==> src/rtl/wb_write_arbiter.sv <==
`default_nettype none
// ============================================================================
// Module   : wb_write_arbiter
// Purpose  : Write-back driver for the integer register file. Buffers ALU
//            and load-unit results in two independent FIFOs and grants the
//            single register-file write port round-robin, one write per
//            cycle, through registered outputs.
// Ports    : clk, rstn (async active-low)
//            alu_valid/alu_ready/alu_rd/alu_data : ALU result handshake
//            mem_valid/mem_ready/mem_rd/mem_data : load result handshake
//            flush                               : drop all buffered results
//            write_en/write_reg/write_data       : register-file write port
//            pending                             : any result still buffered
//            lookup_reg/lookup_hit/lookup_data   : bypass query
// Options  : WB_BYPASS_EN - enables the combinational bypass lookup; when
//            undefined lookup_hit/lookup_data are tied to zero.
// Revision : 1.0 - initial release
// ============================================================================
module wb_write_arbiter #(
    parameter int WIDTH    = 32,
    parameter int REG_BITS = 5,
    parameter int DEPTH    = 4
) (
    input  logic                clk,
    input  logic                rstn,
    input  logic                alu_valid,
    output logic                alu_ready,
    input  logic [REG_BITS-1:0] alu_rd,
    input  logic [WIDTH-1:0]    alu_data,
    input  logic                mem_valid,
    output logic                mem_ready,
    input  logic [REG_BITS-1:0] mem_rd,
    input  logic [WIDTH-1:0]    mem_data,
    input  logic                flush,
    output logic                write_en,
    output logic [REG_BITS-1:0] write_reg,
    output logic [WIDTH-1:0]    write_data,
    output logic                pending,
    input  logic [REG_BITS-1:0] lookup_reg,
    output logic                lookup_hit,
    output logic [WIDTH-1:0]    lookup_data
);

    localparam int               PTR_W     = $clog2(DEPTH);
    localparam int               CNT_W     = $clog2(DEPTH) + 1;
    localparam logic [CNT_W-1:0] CNT_FULL  = CNT_W'(DEPTH);
    localparam int               SRC_ALU   = 0;
    localparam int               SRC_MEM   = 1;
    localparam logic             GRANT_ALU = 1'b0;
    localparam logic             GRANT_MEM = 1'b1;

    // Per-source FIFO storage and state, index 0 = ALU, 1 = load unit
    logic [REG_BITS-1:0] rd_mem_q   [2][DEPTH];
    logic [WIDTH-1:0]    data_mem_q [2][DEPTH];
    logic [PTR_W-1:0]    wr_ptr_q   [2];
    logic [PTR_W-1:0]    rd_ptr_q   [2];
    logic [CNT_W-1:0]    cnt_q      [2];
    logic [CNT_W-1:0]    cnt_d      [2];
    logic                ready_q    [2];

    logic                in_valid   [2];
    logic [REG_BITS-1:0] in_rd      [2];
    logic [WIDTH-1:0]    in_data    [2];
    logic                push       [2];
    logic                pop        [2];
    logic                nonempty   [2];

    logic                last_grant_q, last_grant_d;
    logic                any_pop;
    logic [REG_BITS-1:0] head_rd;
    logic [WIDTH-1:0]    head_data;

    logic                write_en_q;
    logic [REG_BITS-1:0] write_reg_q;
    logic [WIDTH-1:0]    write_data_q;

    assign in_valid[SRC_ALU] = alu_valid;
    assign in_valid[SRC_MEM] = mem_valid;
    assign in_rd[SRC_ALU]    = alu_rd;
    assign in_rd[SRC_MEM]    = mem_rd;
    assign in_data[SRC_ALU]  = alu_data;
    assign in_data[SRC_MEM]  = mem_data;

    // Ready comes from a register loaded with next occupancy, so a full FIFO
    // never accepts a push even when it is being popped in the same cycle.
    always_comb begin
        for (int s = 0; s < 2; s++) begin
            nonempty[s] = (cnt_q[s] != '0);
            push[s]     = in_valid[s] && ready_q[s] && !flush;
        end
    end

    // Round-robin only matters under contention; last_grant is touched only
    // when both sources compete.
    always_comb begin
        pop[SRC_ALU] = 1'b0;
        pop[SRC_MEM] = 1'b0;
        last_grant_d = last_grant_q;
        if (!flush) begin
            if (nonempty[SRC_ALU] && nonempty[SRC_MEM]) begin
                if (last_grant_q == GRANT_MEM) begin
                    pop[SRC_ALU] = 1'b1;
                    last_grant_d = GRANT_ALU;
                end else begin
                    pop[SRC_MEM] = 1'b1;
                    last_grant_d = GRANT_MEM;
                end
            end else begin
                pop[SRC_ALU] = nonempty[SRC_ALU];
                pop[SRC_MEM] = nonempty[SRC_MEM];
            end
        end
    end

    always_comb begin
        any_pop   = pop[SRC_ALU] || pop[SRC_MEM];
        head_rd   = pop[SRC_MEM] ? rd_mem_q[SRC_MEM][rd_ptr_q[SRC_MEM]]
                                 : rd_mem_q[SRC_ALU][rd_ptr_q[SRC_ALU]];
        head_data = pop[SRC_MEM] ? data_mem_q[SRC_MEM][rd_ptr_q[SRC_MEM]]
                                 : data_mem_q[SRC_ALU][rd_ptr_q[SRC_ALU]];
        for (int s = 0; s < 2; s++) begin
            if (flush) begin
                cnt_d[s] = '0;
            end else begin
                cnt_d[s] = cnt_q[s] + CNT_W'(push[s]) - CNT_W'(pop[s]);
            end
        end
    end

    always_ff @(posedge clk or negedge rstn) begin
        if (!rstn) begin
            for (int s = 0; s < 2; s++) begin
                wr_ptr_q[s] <= '0;
                rd_ptr_q[s] <= '0;
                cnt_q[s]    <= '0;
                ready_q[s]  <= 1'b0;
                for (int e = 0; e < DEPTH; e++) begin
                    rd_mem_q[s][e]   <= '0;
                    data_mem_q[s][e] <= '0;
                end
            end
            last_grant_q <= GRANT_MEM;
            write_en_q   <= 1'b0;
            write_reg_q  <= '0;
            write_data_q <= '0;
        end else begin
            for (int s = 0; s < 2; s++) begin
                cnt_q[s]   <= cnt_d[s];
                ready_q[s] <= (cnt_d[s] != CNT_FULL);
                if (flush) begin
                    wr_ptr_q[s] <= '0;
                    rd_ptr_q[s] <= '0;
                end else begin
                    if (push[s]) begin
                        rd_mem_q[s][wr_ptr_q[s]]   <= in_rd[s];
                        data_mem_q[s][wr_ptr_q[s]] <= in_data[s];
                        wr_ptr_q[s]                <= wr_ptr_q[s] + 1'b1;
                    end
                    if (pop[s]) begin
                        rd_ptr_q[s] <= rd_ptr_q[s] + 1'b1;
                    end
                end
            end
            last_grant_q <= last_grant_d;
            // r0 entries use up their slot but never write
            write_en_q   <= any_pop && (head_rd != '0);
            if (any_pop) begin
                write_reg_q  <= head_rd;
                write_data_q <= head_data;
            end
        end
    end

    assign alu_ready  = ready_q[SRC_ALU];
    assign mem_ready  = ready_q[SRC_MEM];
    assign write_en   = write_en_q;
    assign write_reg  = write_reg_q;
    assign write_data = write_data_q;
    assign pending    = nonempty[SRC_ALU] || nonempty[SRC_MEM];

`ifdef WB_BYPASS_EN
    // Candidates are visited lowest priority first (output register, then
    // load FIFO, then ALU FIFO, each oldest to youngest) so the last match
    // assigned is the winning one.
    always_comb begin
        lookup_hit  = 1'b0;
        lookup_data = '0;
        if (lookup_reg != '0) begin
            if (write_en_q && (write_reg_q == lookup_reg)) begin
                lookup_hit  = 1'b1;
                lookup_data = write_data_q;
            end
            for (int s = SRC_MEM; s >= SRC_ALU; s--) begin
                for (int i = 0; i < DEPTH; i++) begin
                    if ((CNT_W'(i) < cnt_q[s]) &&
                        (rd_mem_q[s][rd_ptr_q[s] + PTR_W'(i)] == lookup_reg)) begin
                        lookup_hit  = 1'b1;
                        lookup_data = data_mem_q[s][rd_ptr_q[s] + PTR_W'(i)];
                    end
                end
            end
        end
    end
`else
    logic unused_lookup;
    assign unused_lookup = ^lookup_reg;
    assign lookup_hit    = 1'b0;
    assign lookup_data   = '0;
`endif

endmodule
`default_nettype wire
==> config.mk <==
export PLATFORM = sky130hd
export DESIGN_NAME = wb_write_arbiter
export DESIGN_NICKNAME = d
export VERILOG_FILES = /design/src/rtl/wb_write_arbiter.sv
export SDC_FILE = /design/constraint.sdc
export NUM_CORES = 1
export LEC_CHECK = 0
export BUFFER_PORTS_ARGS = -buffer_cell sky130_fd_sc_hd__buf_2
export CAP_MARGIN = 20
export CORE_MARGIN = 5
export CORE_UTILIZATION = 45
export CTS_CLUSTER_DIAMETER = 80
export DETAILED_ROUTE_END_ITERATION = 10
export PLACE_DENSITY_LB_ADDON = 0.3
export SLEW_MARGIN = 5
export SYNTH_ARGS = -nofsm -noshare
export SYNTH_HDL_FRONTEND = slang
export SYNTH_SLANG_ARGS = --single-unit
==> constraint.sdc <==
create_clock -name clk -period 7 [get_ports clk]
set_clock_uncertainty 0.05 [all_clocks]
set_input_delay 0.35 -clock clk [delete_from_list [all_inputs] [get_ports clk]]
set_output_delay 0.35 -clock clk [all_outputs]
set_load 0.02 [all_outputs]
### After elaboration in Yosys (flattened, before gate mapping)

Cells that the tools add are included.

| storage, ports and cells | value |
|---|---|
| memory bits (writable) | 0 |
| bits in latches | 0 |
| output and inout port bits | 74 |
| memories | 0 |
| register bits after elaboration | 351 |
| bits of input ports | 84 |
| memory bits (read-only) | 0 |
| logic and storage cells | 110 |

| operators by class | value |
|---|---|
| divide/modulo/power cells | 0 |
| reduce and logical (&&, ||, !) cells | 21 |
| $lt $le $gt $ge | 6 |
| muxes and demuxes | 40 |
| eq/ne operators | 2 |
| multiply operators | 0 |
| bitwise logic cells | 5 |
| $add $sub $neg | 8 |
| shifts and indexed selects | 0 |

Operator list:

| operator | number |
|---|---|
| bitwise mux 128 bit | 2 |
| two-way mux 32 bit | 7 |
| binary-select mux 32 bit (select 2 bit) | 2 |
| demux 32 bit (select 2 bit) | 2 |
| bitwise mux 20 bit | 2 |
| two-way mux 5 bit | 7 |
| binary-select mux 5 bit (select 2 bit) | 2 |
| demux 5 bit (select 2 bit) | 2 |
| two-way mux 2 bit | 10 |
| >= comparator 3 bit (second input constant) | 4 |
| NOT 2 -> 3 bit | 4 |
| adder 2 x 1 -> 2 bit (second input constant) | 4 |
| logical AND 1 bit | 8 |
| nonzero test 2 bit | 4 |
| adder 3 x 1 -> 3 bit | 2 |
| less-than comparator 3 x 1 -> 1 bit (second input constant) | 2 |
| two-way mux 3 bit | 2 |
| inequality test 3 bit (second input constant) | 2 |
| AND reduction 2 bit | 3 |
| nonzero test 3 bit | 2 |
| subtractor 3 x 1 -> 3 bit | 2 |
| nonzero test 5 bit | 1 |
| logical OR 1 bit | 2 |
| two-way mux 1 bit | 2 |
| 2 further kinds | 2 |

### Longest topological paths before layout

| depth | value |
|---|---|
| depth after elaboration | 7 |
| mapped depth | 12 |
| gate-level depth less buffers | 11 |

### Worst setup path after synthesis

Ideal clock, no wire load.

| timing path | value |
|---|---|
| path kind | input to register |
| start | input port flush |
| end | register ready_q (netlist bit alu_ready) |
| path slack | 4.433 ns |
| data required time | 6.828 ns |
| library setup time | 0.122 ns |
| buffers on the path | 3 |
| data arrival time | 2.395 ns |
| stages | 12 |
| cell sequence | buf_2 clkbuf_1 buf_1 nor2_1 ha_1 inv_1 ha_1 inv_1 fa_1 xnor2_1 nor2_1 nand2_1 |

RTL lines:

| what | line | text |
|---|---|---|
| from (decl) | 34 | `input logic flush,` |
| to (signal, indexed assignment) | 149 | `ready_q[s] <= (cnt_d[s] != CNT_FULL);` |
| to (decl) | 59 | `logic ready_q [2];` |

==> impl_metrics.yaml <==
routing:
  finalWirelength_microns: 34150
  routedWlPerCell_microns: 21.13
  routed_via_density: 5.332
  dr_vias: 8617
  initialDrtViolationCount: 370
  antenna_violating_nets_post_route: 0
  drc: 0
  drt-pass1-iter-count: 4
die:
  die_h_microns: 197.1
  placementRows: 68
  dieArea_sq_mm: 0.03884
  initial_core_util_pct: 45.60
  coreArea_sq_mm: 0.03454
  die_w_microns: 197.1
  num_io_pins: 158
clock_tree:
  cts_max_path_bufs: 3
  clk_pin_slew_worst_paths_ns: 0.06
  cts_tree: "done"
  clock_latency_ns: 0.51
  clock_sinks: 351
  cts_inserted_buffers: 39
  cts.root.buffer_cell: "sky130_fd_sc_hd__clkbuf_16"
  deepest_level_of_the_cts_h_tree: 2
  post_cts_buffers: 0
final_layout:
  layout.nets: 1226
  n_fill_cell: 2939
  layout_commonest_cell: "sky130_fd_sc_hd__dfrtp_1"
  finish.utilization_pct: 51.84
  largest_register_ffs: 256
  finish.cell_count_without_fillers: 1616
  area_growth_syn_to_layout_pct: 13.69
  post_route_cells_drive_above_1_share_pct: 46.54
  leading_cell_types_in_the_layout_fill_and_taps_excluded: "sky130_fd_sc_hd__dfrtp_1 (346), sky130_fd_sc_hd__mux2_2 (256), sky130_fd_sc_hd__buf_2 (118)"
  regMostFlops: "data_mem_q"
logic_synthesis:
  postSynth.asyncResetShare_pct: 100.0
  yosys_warn_count: 0
  synth_edf_count: 0
  postSynthAreaPerCell_sq_um: 15.58
  synthTopCellsByArea: "sky130_fd_sc_hd__dfrtp_1 (56%), sky130_fd_sc_hd__mux2_2 (18%), sky130_fd_sc_hd__mux4_2 (10%), sky130_fd_sc_hd__mux2_1 (2.9%), sky130_fd_sc_hd__mux2i_1 (2.2%)"
  synth.ff_latch_count: 351
  yosys.area.top_type: "sky130_fd_sc_hd__dfrtp_1"
  synth_top_cell_area_share_pct: 55.60
  syn-instance-count: 1011
  syn-cell-area_sq_mm: 0.01575
  synth_cell_type_count: 41
  seq_area_frac_synth_pct: 55.77
  synth-main-ff-cell: "sky130_fd_sc_hd__dfrtp_1"
critical_path:
  criticalPathCategory: "reg2reg"
  end_kind: "flip-flop"
  r2r-start: "cnt_q[1]$_DFF_PN0_"
  worst_r2r_endpoint: "alu_ready$_DFF_PN0_"
  setup.worst_path.start_class: "flip-flop"
  path_max_fanout: 11
  slowest_delay_ns: 0.72
  worst_path_max_delay_cell: "sky130_fd_sc_hd__nor3_2"
  worstPathRequired_ns: 7.33
  regToRegSetupSlack_ns: 4.03
  timing.reg2reg.worst_path_depth: 11
  ordered_list_of_cells_on_the_worst_path: "nor3_2 > o21ai_0 > nor2_1 > ha_1 > inv_1 > ha_1 > inv_1 > fa_1 > xnor2_1 > nor2_1 > nand2_1"
  critPathArrivalTime_ns: 3.29
power:
  leakagePower_nw: 8.033
  pwrdens_mw_per_mm2: 448.5
  vdd_drop_max_v: 0.0002667
timing:
  timing.fmax_ghz: 0.3371
  relative_slew_slack_pct: 31.58
  fin_crit_ns: 2.967
  rsz0062_at_grt: "false"
  totalNegativeSetupSlack_ns: 0
  timing.final.max_slew_violations: 0
  worst_pin_slew_ns: 1.026
  timing_hold_violations_final: 0
  finalSetupViolations: 0
  finalCritPeriodShare_pct: 42.38
  postLayoutSetupSlackWorst_ns: 4.033
job:
  cap_viol_max_count: 0
min_path:
  holdPathEnd: "data_mem_q[44]$_DFFE_PN0P_"
  hold_path_startpoint: "mem_data[12]"
  hold-path-cell-count: 2
  timing.hold.worst.class: "in2reg"
global_routing:
  largest_net_degree_at_the_start_of_global_routing: 135
  grt_util_all_layers_pct: 17.76
  grt_pass1_wl_microns: 54010
  first_global_vias: 9130
  grt_antenna_before_repair: 6
  grt_overflow: 0
place:
  pre_cts_slack_ns: 4.087
  place.port_buffers: 119
  routabilityCongestion: 0.7252
  dp_cell_count: 1541
  post-dp-hpwl_microns: 21200
status:
  status: "finished clean"
cells by family (layout without fill, tap and decap cells):
kind of cell,count (synthesis),in the layout,share of synthesized area (%)
xor gates and xnor gates,12,12,0.6672
adders and majority gates,13,13,1.128
and+or+nand+nor,82,82,2.621
buffers and inverters,98,211,4.027
DFF,351,351,55.77
muxes,405,405,33.99
AOI/OAI and AO/OA,49,49,1.771
other,1,38,0.02381
how the worst max path moves through the flow:
stage	to	slack, ns	cells after the start	startpoint
after floorplan	alu_ready$_DFF_PN0_	4.43	12	flush
after global placement	alu_ready$_DFF_PN0_	4.07	11	cnt_q[1]$_DFF_PN0_
after detailed placement	alu_ready$_DFF_PN0_	4.09	11	cnt_q[1]$_DFF_PN0_
after CTS	alu_ready$_DFF_PN0_	4.05	11	cnt_q[1]$_DFF_PN0_
after global routing	alu_ready$_DFF_PN0_	3.78	11	cnt_q[1]$_DFF_PN0_
final	alu_ready$_DFF_PN0_	4.03	11	cnt_q[1]$_DFF_PN0_
synthesized netlist by cell type, types with 4 or more instances:
library cell and number:
sky130_fd_sc_hd__mux2_2 256, sky130_fd_sc_hd__buf_6 5, sky130_fd_sc_hd__mux4_2 73, sky130_fd_sc_hd__buf_2 30, sky130_fd_sc_hd__clkbuf_1 11, sky130_fd_sc_hd__a21oi_1 40, sky130_fd_sc_hd__xnor2_1 6, sky130_fd_sc_hd__inv_1 9
sky130_fd_sc_hd__nand2_2 4, sky130_fd_sc_hd__mux2_1 40, sky130_fd_sc_hd__nand2_1 7, sky130_fd_sc_hd__nand2_4 4, sky130_fd_sc_hd__buf_4 38, sky130_fd_sc_hd__xor2_1 6, sky130_fd_sc_hd__nor2_1 51, sky130_fd_sc_hd__ha_1 11
sky130_fd_sc_hd__dfrtp_1 350, sky130_fd_sc_hd__mux2i_1 35
report_power, final:
part	leakage [nW]	internal (mW)	switching (mW)
Clock	0.637	1.28	0.780
Combinational	3.04	1.42	1.12
Sequential	4.36	2.92	0.508
per-stage QoR:
| stage | area [sq um] | hold WS [ns] | power [mW] |
|---|---|---|---|
| floorplan | 15870 | 0.004409 | 5.362 |
| detailed placement | 16560 | 0.4288 | 6.038 |
| global placement | 16560 | 0.4177 | 5.928 |
| finish | 17910 | 0.05194 | 8.033 |
| global route | 17900 | 0.04467 | 8.534 |
| CTS | 17880 | 0.03159 | 8.128 |
critical path, delay by kind of cell, from the launching register on:
| kind | cells | cell delay [ns] |
|---|---|---|
| adders and majority gates | 3 | 0.77 |
| and+or+nand+nor | 4 | 1.11 |
| AOI/OAI and AO/OA | 1 | 0.25 |
| buffers and inverters | 2 | 0.11 |
| xor gates and xnor gates | 1 | 0.14 |
| DFF | 1 | 0.41 |
per-layer routing:
layer | wire length [microns] | up-vias | track usage, % | share of wire, %
met2 | 16230 | 159 | 28.50 | 48
li1 | - | 3866 | - | -
met4 | 505 | 8 | 3.570 | 1.5
met3 | 1621 | 45 | 3.462 | 4.7
met1 | 15750 | 4539 | 25.67 | 46
met5 | 46 | - | 0 | 0.13
repair_timing:
| item | CTS | global route |
|---|---|---|
| resized for setup | 0 | 0 |
| hold endpoints to repair | 39 | 0 |
| endpoints found under the setup margin | 0 | 0 |
| hold buffers | 1 | 0 |
layout make-up:
type | instances | area (sq um) | share of cell area, %
clock inverter | 8 | 143.9 | 0.8035
multi-input combinational | 594 | 6466 | 36.11
clock buffer | 60 | 1157 | 6.463
timing repair buffer | 134 | 733.2 | 4.094
inverter | 9 | 33.78 | 0.1886
sequential | 351 | 8792 | 49.10
tap | 455 | 569.3 | 3.179
antenna | 5 | 12.51 | 0.06987
No activity file was read; power rests on OpenSTA's default activity.
